--- src/rtl/key_cmd_decoder_if.sv ---
// ============================================================================
// Module   : key_cmd_decoder_if
// Purpose  : Bundles the scan-code input, the acknowledge strobe and the
//            command outputs of key_cmd_decoder.
// Revision : 1.0 - initial release
// ----------------------------------------------------------------------------
// Signals
//   scan_code  [7:0]  received PS/2 byte
//   scan_valid        one-cycle strobe, scan_code valid
//   cmd_ack           one-cycle strobe, consumer sampled commands
//   left              pending move-left command (level)
//   right             pending move-right command (level)
//   rotate            pending rotate command (level)
//   held       [2:0]  {rotate,right,left} keys physically held
// Modports
//   master : byte source / command consumer side
//   slave  : decoder side
// ============================================================================
`default_nettype none

interface key_cmd_decoder_if;
  logic [7:0] scan_code;
  logic       scan_valid;
  logic       cmd_ack;
  logic       left;
  logic       right;
  logic       rotate;
  logic [2:0] held;

  modport master (
    output scan_code, scan_valid, cmd_ack,
    input  left, right, rotate, held
  );

  modport slave (
    input  scan_code, scan_valid, cmd_ack,
    output left, right, rotate, held
  );
endinterface

`default_nettype wire

--- src/rtl/key_cmd_decoder.sv ---
// ============================================================================
// Module   : key_cmd_decoder
// Purpose  : PS/2 scan-code front end of the Tetris core. Tracks E0/F0
//            prefixes, keeps make/break state of the left/right/rotate keys,
//            auto-repeats the newest held left/right direction and holds each
//            command as a pending level until cmd_ack.
// Revision : 1.0 - initial release
// ----------------------------------------------------------------------------
// Parameters
//   DELAY_CYCLES   hold time before the first auto-repeat
//   REPEAT_CYCLES  period of subsequent auto-repeats
//   CNT_W          hold counter width
// Ports
//   clk    in  system clock, posedge
//   reset  in  asynchronous active-high reset
//   bus    slave modport of key_cmd_decoder_if (scan bytes in, commands out)
// Build option
//   KEY_WASD_EN : plain codes 1C/23/1D alias left/right/rotate
// ============================================================================
`default_nettype none

module key_cmd_decoder #(
  parameter int DELAY_CYCLES  = 12_500_000,
  parameter int REPEAT_CYCLES = 5_000_000,
  parameter int CNT_W         = 24
) (
  input  wire logic         clk,
  input  wire logic         reset,
  key_cmd_decoder_if.slave  bus
);

  localparam logic [7:0] c_code_e0  = 8'hE0;
  localparam logic [7:0] c_code_f0  = 8'hF0;
  localparam logic [CNT_W-1:0] c_delay_m1  = CNT_W'(DELAY_CYCLES - 1);
  localparam logic [CNT_W-1:0] c_repeat_m1 = CNT_W'(REPEAT_CYCLES - 1);
  localparam logic [CNT_W-1:0] c_cnt_max   = {CNT_W{1'b1}};

  typedef enum logic [1:0] {
    S_IDLE    = 2'd0,
    S_EXT     = 2'd1,
    S_BRK     = 2'd2,
    S_EXT_BRK = 2'd3
  } state_t;

  state_t           r_state;
  logic [2:0]       r_held;     // {rotate,right,left}
  logic [2:0]       r_pend;     // {rotate,right,left}
  logic             r_active;   // 0 = left repeats, 1 = right repeats
  logic             r_first;    // next repeat uses the initial delay
  logic [CNT_W-1:0] r_cnt;

  logic             w_decode;
  logic             w_make;
  logic             w_brk;
  logic             w_ext;
  logic [2:0]       w_key;
  logic [2:0]       w_new_make;
  logic [2:0]       w_brk_key;
  logic             w_dir_evt;
  logic [CNT_W-1:0] w_target;
  logic [2:0]       w_rep_set;

  // Classify the current byte as a final make/break byte given the prefix state.
  always_comb begin
    w_decode = 1'b0;
    w_make   = 1'b0;
    w_brk    = 1'b0;
    w_ext    = 1'b0;
    if (bus.scan_valid) begin
      case (r_state)
        S_IDLE: begin
          if (bus.scan_code != c_code_e0 && bus.scan_code != c_code_f0) begin
            w_decode = 1'b1;
            w_make   = 1'b1;
          end
        end
        S_EXT: begin
          if (bus.scan_code != c_code_e0 && bus.scan_code != c_code_f0) begin
            w_decode = 1'b1;
            w_make   = 1'b1;
            w_ext    = 1'b1;
          end
        end
        S_BRK: begin
          w_decode = 1'b1;
          w_brk    = 1'b1;
        end
        default: begin
          w_decode = 1'b1;
          w_brk    = 1'b1;
          w_ext    = 1'b1;
        end
      endcase
    end
  end

  // Key map; unknown codes (including E1) produce no key.
  always_comb begin
    w_key = 3'b000;
    if (w_decode) begin
      if (w_ext) begin
        case (bus.scan_code)
          8'h6B:   w_key = 3'b001;
          8'h74:   w_key = 3'b010;
          8'h75:   w_key = 3'b100;
          default: w_key = 3'b000;
        endcase
      end else begin
`ifdef KEY_WASD_EN
        case (bus.scan_code)
          8'h1C:   w_key = 3'b001;
          8'h23:   w_key = 3'b010;
          8'h1D:   w_key = 3'b100;
          default: w_key = 3'b000;
        endcase
`else
        w_key = 3'b000;
`endif
      end
    end
  end

  // Typematic makes of an already-held key are dropped entirely.
  assign w_new_make = w_make ? (w_key & ~r_held) : 3'b000;
  assign w_brk_key  = w_brk  ? w_key : 3'b000;
  assign w_dir_evt  = |(w_new_make[1:0] | w_brk_key[1:0]);
  assign w_target   = r_first ? c_delay_m1 : c_repeat_m1;

  // A direction event reloads the counter, so it suppresses a repeat that
  // would otherwise land on the same cycle.
  always_comb begin
    w_rep_set = 3'b000;
    if (!w_dir_evt && r_held[r_active] && r_cnt == w_target) begin
      w_rep_set[r_active] = 1'b1;
    end
  end

  always_ff @(posedge clk or posedge reset) begin
    if (reset) begin
      r_state  <= S_IDLE;
      r_held   <= 3'b000;
      r_pend   <= 3'b000;
      r_active <= 1'b0;
      r_first  <= 1'b1;
      r_cnt    <= '0;
    end else begin
      if (bus.scan_valid) begin
        case (r_state)
          S_IDLE: begin
            if (bus.scan_code == c_code_e0)      r_state <= S_EXT;
            else if (bus.scan_code == c_code_f0) r_state <= S_BRK;
            else                                 r_state <= S_IDLE;
          end
          S_EXT: begin
            if (bus.scan_code == c_code_f0)      r_state <= S_EXT_BRK;
            else if (bus.scan_code == c_code_e0) r_state <= S_EXT;
            else                                 r_state <= S_IDLE;
          end
          default: r_state <= S_IDLE;
        endcase
      end

      r_held <= (r_held | w_new_make) & ~w_brk_key;

      // Set beats acknowledge when both occur in one cycle.
      r_pend <= (r_pend & ~{3{bus.cmd_ack}}) | w_new_make | w_rep_set;

      // Newest pressed direction becomes active; releasing it hands over.
      if (w_new_make[0])           r_active <= 1'b0;
      else if (w_new_make[1])      r_active <= 1'b1;
      else if (w_brk_key[r_active]) r_active <= ~r_active;

      if (w_dir_evt) begin
        r_cnt   <= '0;
        r_first <= 1'b1;
      end else if (r_held[r_active]) begin
        if (r_cnt == w_target) begin
          r_cnt   <= '0;
          r_first <= 1'b0;
        end else if (r_cnt != c_cnt_max) begin
          r_cnt <= r_cnt + CNT_W'(1);
        end
      end else begin
        r_cnt <= '0;
      end
    end
  end

  assign bus.left   = r_pend[0];
  assign bus.right  = r_pend[1];
  assign bus.rotate = r_pend[2];
  assign bus.held   = r_held;

endmodule

`default_nettype wire

--- src/flat_wrapper.sv ---
// flat-port wrapper written by rule: the top's interface ports become plain ports
module key_cmd_decoder_flat 
#(
  parameter int DELAY_CYCLES  = 12_500_000,
  parameter int REPEAT_CYCLES = 5_000_000,
  parameter int CNT_W         = 24
)
  (clk, reset, bus_scan_code, bus_scan_valid, bus_cmd_ack, bus_left, bus_right, bus_rotate, bus_held);
  key_cmd_decoder_if bus_i ();
  input  wire logic clk;
  input  wire logic reset;
  input wire logic [$bits(bus_i.scan_code)-1:0] bus_scan_code;
  input wire logic [$bits(bus_i.scan_valid)-1:0] bus_scan_valid;
  input wire logic [$bits(bus_i.cmd_ack)-1:0] bus_cmd_ack;
  output wire logic [$bits(bus_i.left)-1:0] bus_left;
  output wire logic [$bits(bus_i.right)-1:0] bus_right;
  output wire logic [$bits(bus_i.rotate)-1:0] bus_rotate;
  output wire logic [$bits(bus_i.held)-1:0] bus_held;
  assign bus_i.scan_code = bus_scan_code;
  assign bus_i.scan_valid = bus_scan_valid;
  assign bus_i.cmd_ack = bus_cmd_ack;
  assign bus_left = bus_i.left;
  assign bus_right = bus_i.right;
  assign bus_rotate = bus_i.rotate;
  assign bus_held = bus_i.held;
  key_cmd_decoder #(.DELAY_CYCLES(DELAY_CYCLES), .REPEAT_CYCLES(REPEAT_CYCLES), .CNT_W(CNT_W)) u_core (.clk(clk), .reset(reset), .bus(bus_i));
endmodule
--- config.mk ---
export PLATFORM = sky130hd
export DESIGN_NAME = key_cmd_decoder_flat
export DESIGN_NICKNAME = d
export VERILOG_FILES = /design/src/rtl/key_cmd_decoder_if.sv /design/src/rtl/key_cmd_decoder.sv /design/src/flat_wrapper.sv
export SDC_FILE = /design/constraint.sdc
export NUM_CORES = 1
export LEC_CHECK = 0
export BUFFER_PORTS_ARGS = -buffer_cell sky130_fd_sc_hd__buf_4
export CORE_ASPECT_RATIO = 0.7
export CORE_MARGIN = 4
export CORE_UTILIZATION = 59
export CTS_CLUSTER_SIZE = 20
export DETAILED_ROUTE_END_ITERATION = 12
export PLACE_DENSITY = 0.79
export SKIP_CTS_REPAIR_TIMING = 1
export SYNTH_ARGS = -nofsm -noshare
export SYNTH_HDL_FRONTEND = slang
export SYNTH_SLANG_ARGS = --single-unit
export TNS_END_PERCENT = 20
--- constraint.sdc ---
create_clock -name clk -period 3 [get_ports clk]
set_input_delay 0.15 -clock clk [delete_from_list [all_inputs] [get_ports clk]]
set_output_delay 0.15 -clock clk [all_outputs]
set_load 0.1 [all_outputs]
==> run_results.csv <==
group,metric,value,unit
die,rows,17,
yosys,syn_inst,224,
power_and_ir_drop,cellPowerDensity,380,nW/um^2
placed_design,gp_congestion,1.08,
global_routing,grt_overflow,0,
placed_design,placedCellCount,281,
die,die_w,78.5,microns
power_and_ir_drop,peakVddDrop,0.240,mV
critical_path,crit_family,"simple AND/OR/NAND/NOR gates",
yosys,synth_area_leaders,"dfrtp_1, a21oi_1, xnor2_1",
route,drtIter0Drc,229,
timing,min_period,2600,ps
power_and_ir_drop,p_leak,0.869,nW
global_routing,antenna_found_initial,0,
yosys,yosysUniqueCellTypes,54,
critical_path,worst-path-buf-inv,1,
final_layout,drive_above_1_share,16.9,%
clock_tree,insertion_delay,290,ps
critical_path,arrival,2790,ps
placed_design,dp_worst_setup_slack,537,ps
timing,fmax,0.384,GHz
yosys,synth_top_area_share,40.2,%
run,drv_cap,0,
final_layout,n_antenna_cell,0,
yosys,synthArstFlopShare,100,%
timing,tightestPinTransition,627,ps
critical_path,critPathKind,"flop to flop",
timing,slew_headroom,58.2,%
clock_tree,cts_max_path_buffers,2,
yosys,ys.flop_type,"dfrtp_1",
yosys,synth.avg_cell_area,9.17,sq um
clock_tree,htree_levels,2,
clock_tree,cts.clk_slew.worst_paths,70,ps
placed_design,io_buffers,17,
route,via_per_inst,6.48,
clock_tree,cts_tree,"done",
status,status,"finished, final reports clean",
yosys,synth_edf_count,0,
clock_tree,cts_made_buffers,5,
critical_path,crit_path_top_delay_cell,"dfrtp_1",
final_layout,fin_nets,255,
route,ant_nets,0,
global_routing,grt_pass1_vias,1658,
critical_path,critPathMaxFanout,12,
critical_path,critPathMaxStageDelay,450,ps
die,initial_core_util,63.5,%
worst_hold_path,hold_class,"input pin to flop",
die,die_h,57.4,microns
yosys,yosysSeqAreaShare,41.5,%
critical_path,cp.required,3190,ps
critical_path,crit_chain,"ha_1, nand4_1, nor4_2, buf_4, and2_1, nor2_1, a311oi_1",
clock_tree,clockRootBuffer,"clkbuf_8",
critical_path,path_depth,7,
clock_tree,numClockSinks,34,
timing,period_share,86.8,%
yosys,yosys_register_bits,34,
worst_hold_path,hold_depth,2,
timing,finalHoldViolCount,0,
timing,report.final.slew_viol_count,0,
global_routing,grt_pass1_wl,8380,microns
yosys,yosysTopAreaCell,"dfrtp_1",
timing,timing.final.ws_setup,395,ps
timing,hold_slack,101,ps
yosys,syn-num-nets,237,
yosys,netlist_area,2050,sq um
die,core,3230,sq um
die,die_area,4500,sq um
timing,clock_skew,7.81,ps
timing,setup_tns,0,ps
route,vias,1878,
yosys,yosys_warnings,0,
critical_path,critPathCaptureType,"flop",
route,wl,5080,microns
route,drt_pass1_iterations,5,
global_routing,grt_use_total,24.3,%
die,ios,18,
final_layout,syn_to_final_growth,10.5,%
final_layout,fill_cells,263,
critical_path,reg2regPathDepth,7,
route,drcViolationCount,0,
route,wl_per_cell,17.5,microns
critical_path,cp-start-kind,"flop",
global_routing,grt_max_degree,28,
placed_design,place_hpwl,3670,microns
timing,rsz0062_at_grt,"no",
final_layout,layout.cells.non_filler,290,
timing,setup_viol,0,
layout by cell type (no fill, tap or decap), types with 2 or more instances in the layout:
master    instances
xnor2_1          10
clkbuf_1          2
nand2b_1          3
nand4_1          11
inv_1             7
nor3b_1           3
a211oi_1          5
buf_4            21
nand2_1          23
or4b_1            2
a311oi_1          2
nand3_1           8
nor2_1           23
a21oi_1          19
nand4b_1          2
nand3b_1          2
or2b_2            5
nor2b_1           2
o31ai_1           5
nor3_1            6
and2_1            2
o21ai_0           6
and3_1            2
or4_1             5
and4_1            2
dfrtp_1          33
nor4b_1           2
clkbuf_8          6
kinds of logic after synthesis:
family | Yosys count | synth area share [%]
AND/OR/NAND/NOR | 112 | 31.5
AO/OA/AOI/OAI | 48 | 15.5
flip-flops | 34 | 41.5
buffers and inverters | 18 | 6.15
XOR/XNOR | 10 | 4.27
multiplexers | 1 | 0.488
adder cells (fa/ha/maj) | 1 | 0.609
layout make-up:
| cell class | count | area, sq um | share of cell area (%) |
|---|---|---|---|
| well taps | 47 | 58.8 | 2.59 |
| repair buffers | 22 | 168 | 7.39 |
| flip-flops and latches | 34 | 852 | 37.5 |
| clock buffers | 8 | 90.1 | 3.97 |
| inverters | 7 | 26.3 | 1.16 |
| multi-input cells | 172 | 1070 | 47.4 |
sequential cells by signal (all words and copies together) (netlist names):
register         cells
u_core.r_cnt        24
u_core.r_first       1
u_core.r_active      1
u_core.bus.held      3
u_core.r_pend        3
u_core.r_state       2
per-layer routing:
layer	track usage, %	vias up	routed length, microns
li1	-	862	-
met1	35.9	894	2340
met2	33.6	107	2190
met3	7.10	15	449
met4	8.73	0	95
met5	0	-	0
where the power goes:
| group | switching (mW) | internal, mW |
|---|---|---|
| clock | 0.157 | 0.187 |
| sequential | 0.00420 | 0.462 |
| combinational | 0.0311 | 0.0205 |
synth_stat cells (all sizes together), types with 3 or more instances:
library cell,instances
a211oi,5
a21oi,19
buf,6
clkbuf,4
dfrtp,33
inv,7
nand2,23
nand2b,3
nand3,8
nand4,11
nor2,23
nor3,6
nor3b,3
o21ai,6
o31ai,5
or2b,5
or4,6
or4b,3
xnor2,10
worst paths after layout:
check	slack [ps]	start	end
min in group asynchronous	370	reset	u_core.bus.held[2]
hold reg to reg	510	u_core.r_pend[2]	u_core.r_pend[2]
setup reg to reg	400	u_core.r_cnt[0]	u_core.r_cnt[7]
setup / recovery	400	u_core.r_cnt[0]	u_core.r_cnt[7]
max in group asynchronous	1940	reset	u_core.r_first
hold / removal	100	bus_scan_valid	u_core.r_state[0]
worst reg2reg max path: cells and delay by family (launching register included):
kind | cells | cell delay (ps)
AOI/OAI and AO/OA | 1 | 310
adders and majority gates | 1 | 260
buffers and inverters | 1 | 200
DFF | 1 | 450
and+or+nand+nor | 4 | 1280
stage by stage:
| stage | util (%) | power [mW] | area, sq um |
|---|---|---|---|
| after floorplan | - | 0.503 | 2050 |
| after global placement | 67.1 | 0.522 | 2170 |
| after detailed placement | 67.1 | 0.525 | 2170 |
| after CTS | 69.9 | 0.867 | 2260 |
| after global routing | 70.2 | 0.907 | 2270 |
| final | 70.2 | 0.861 | 2270 |
Power figures use the tool's default switching activity.
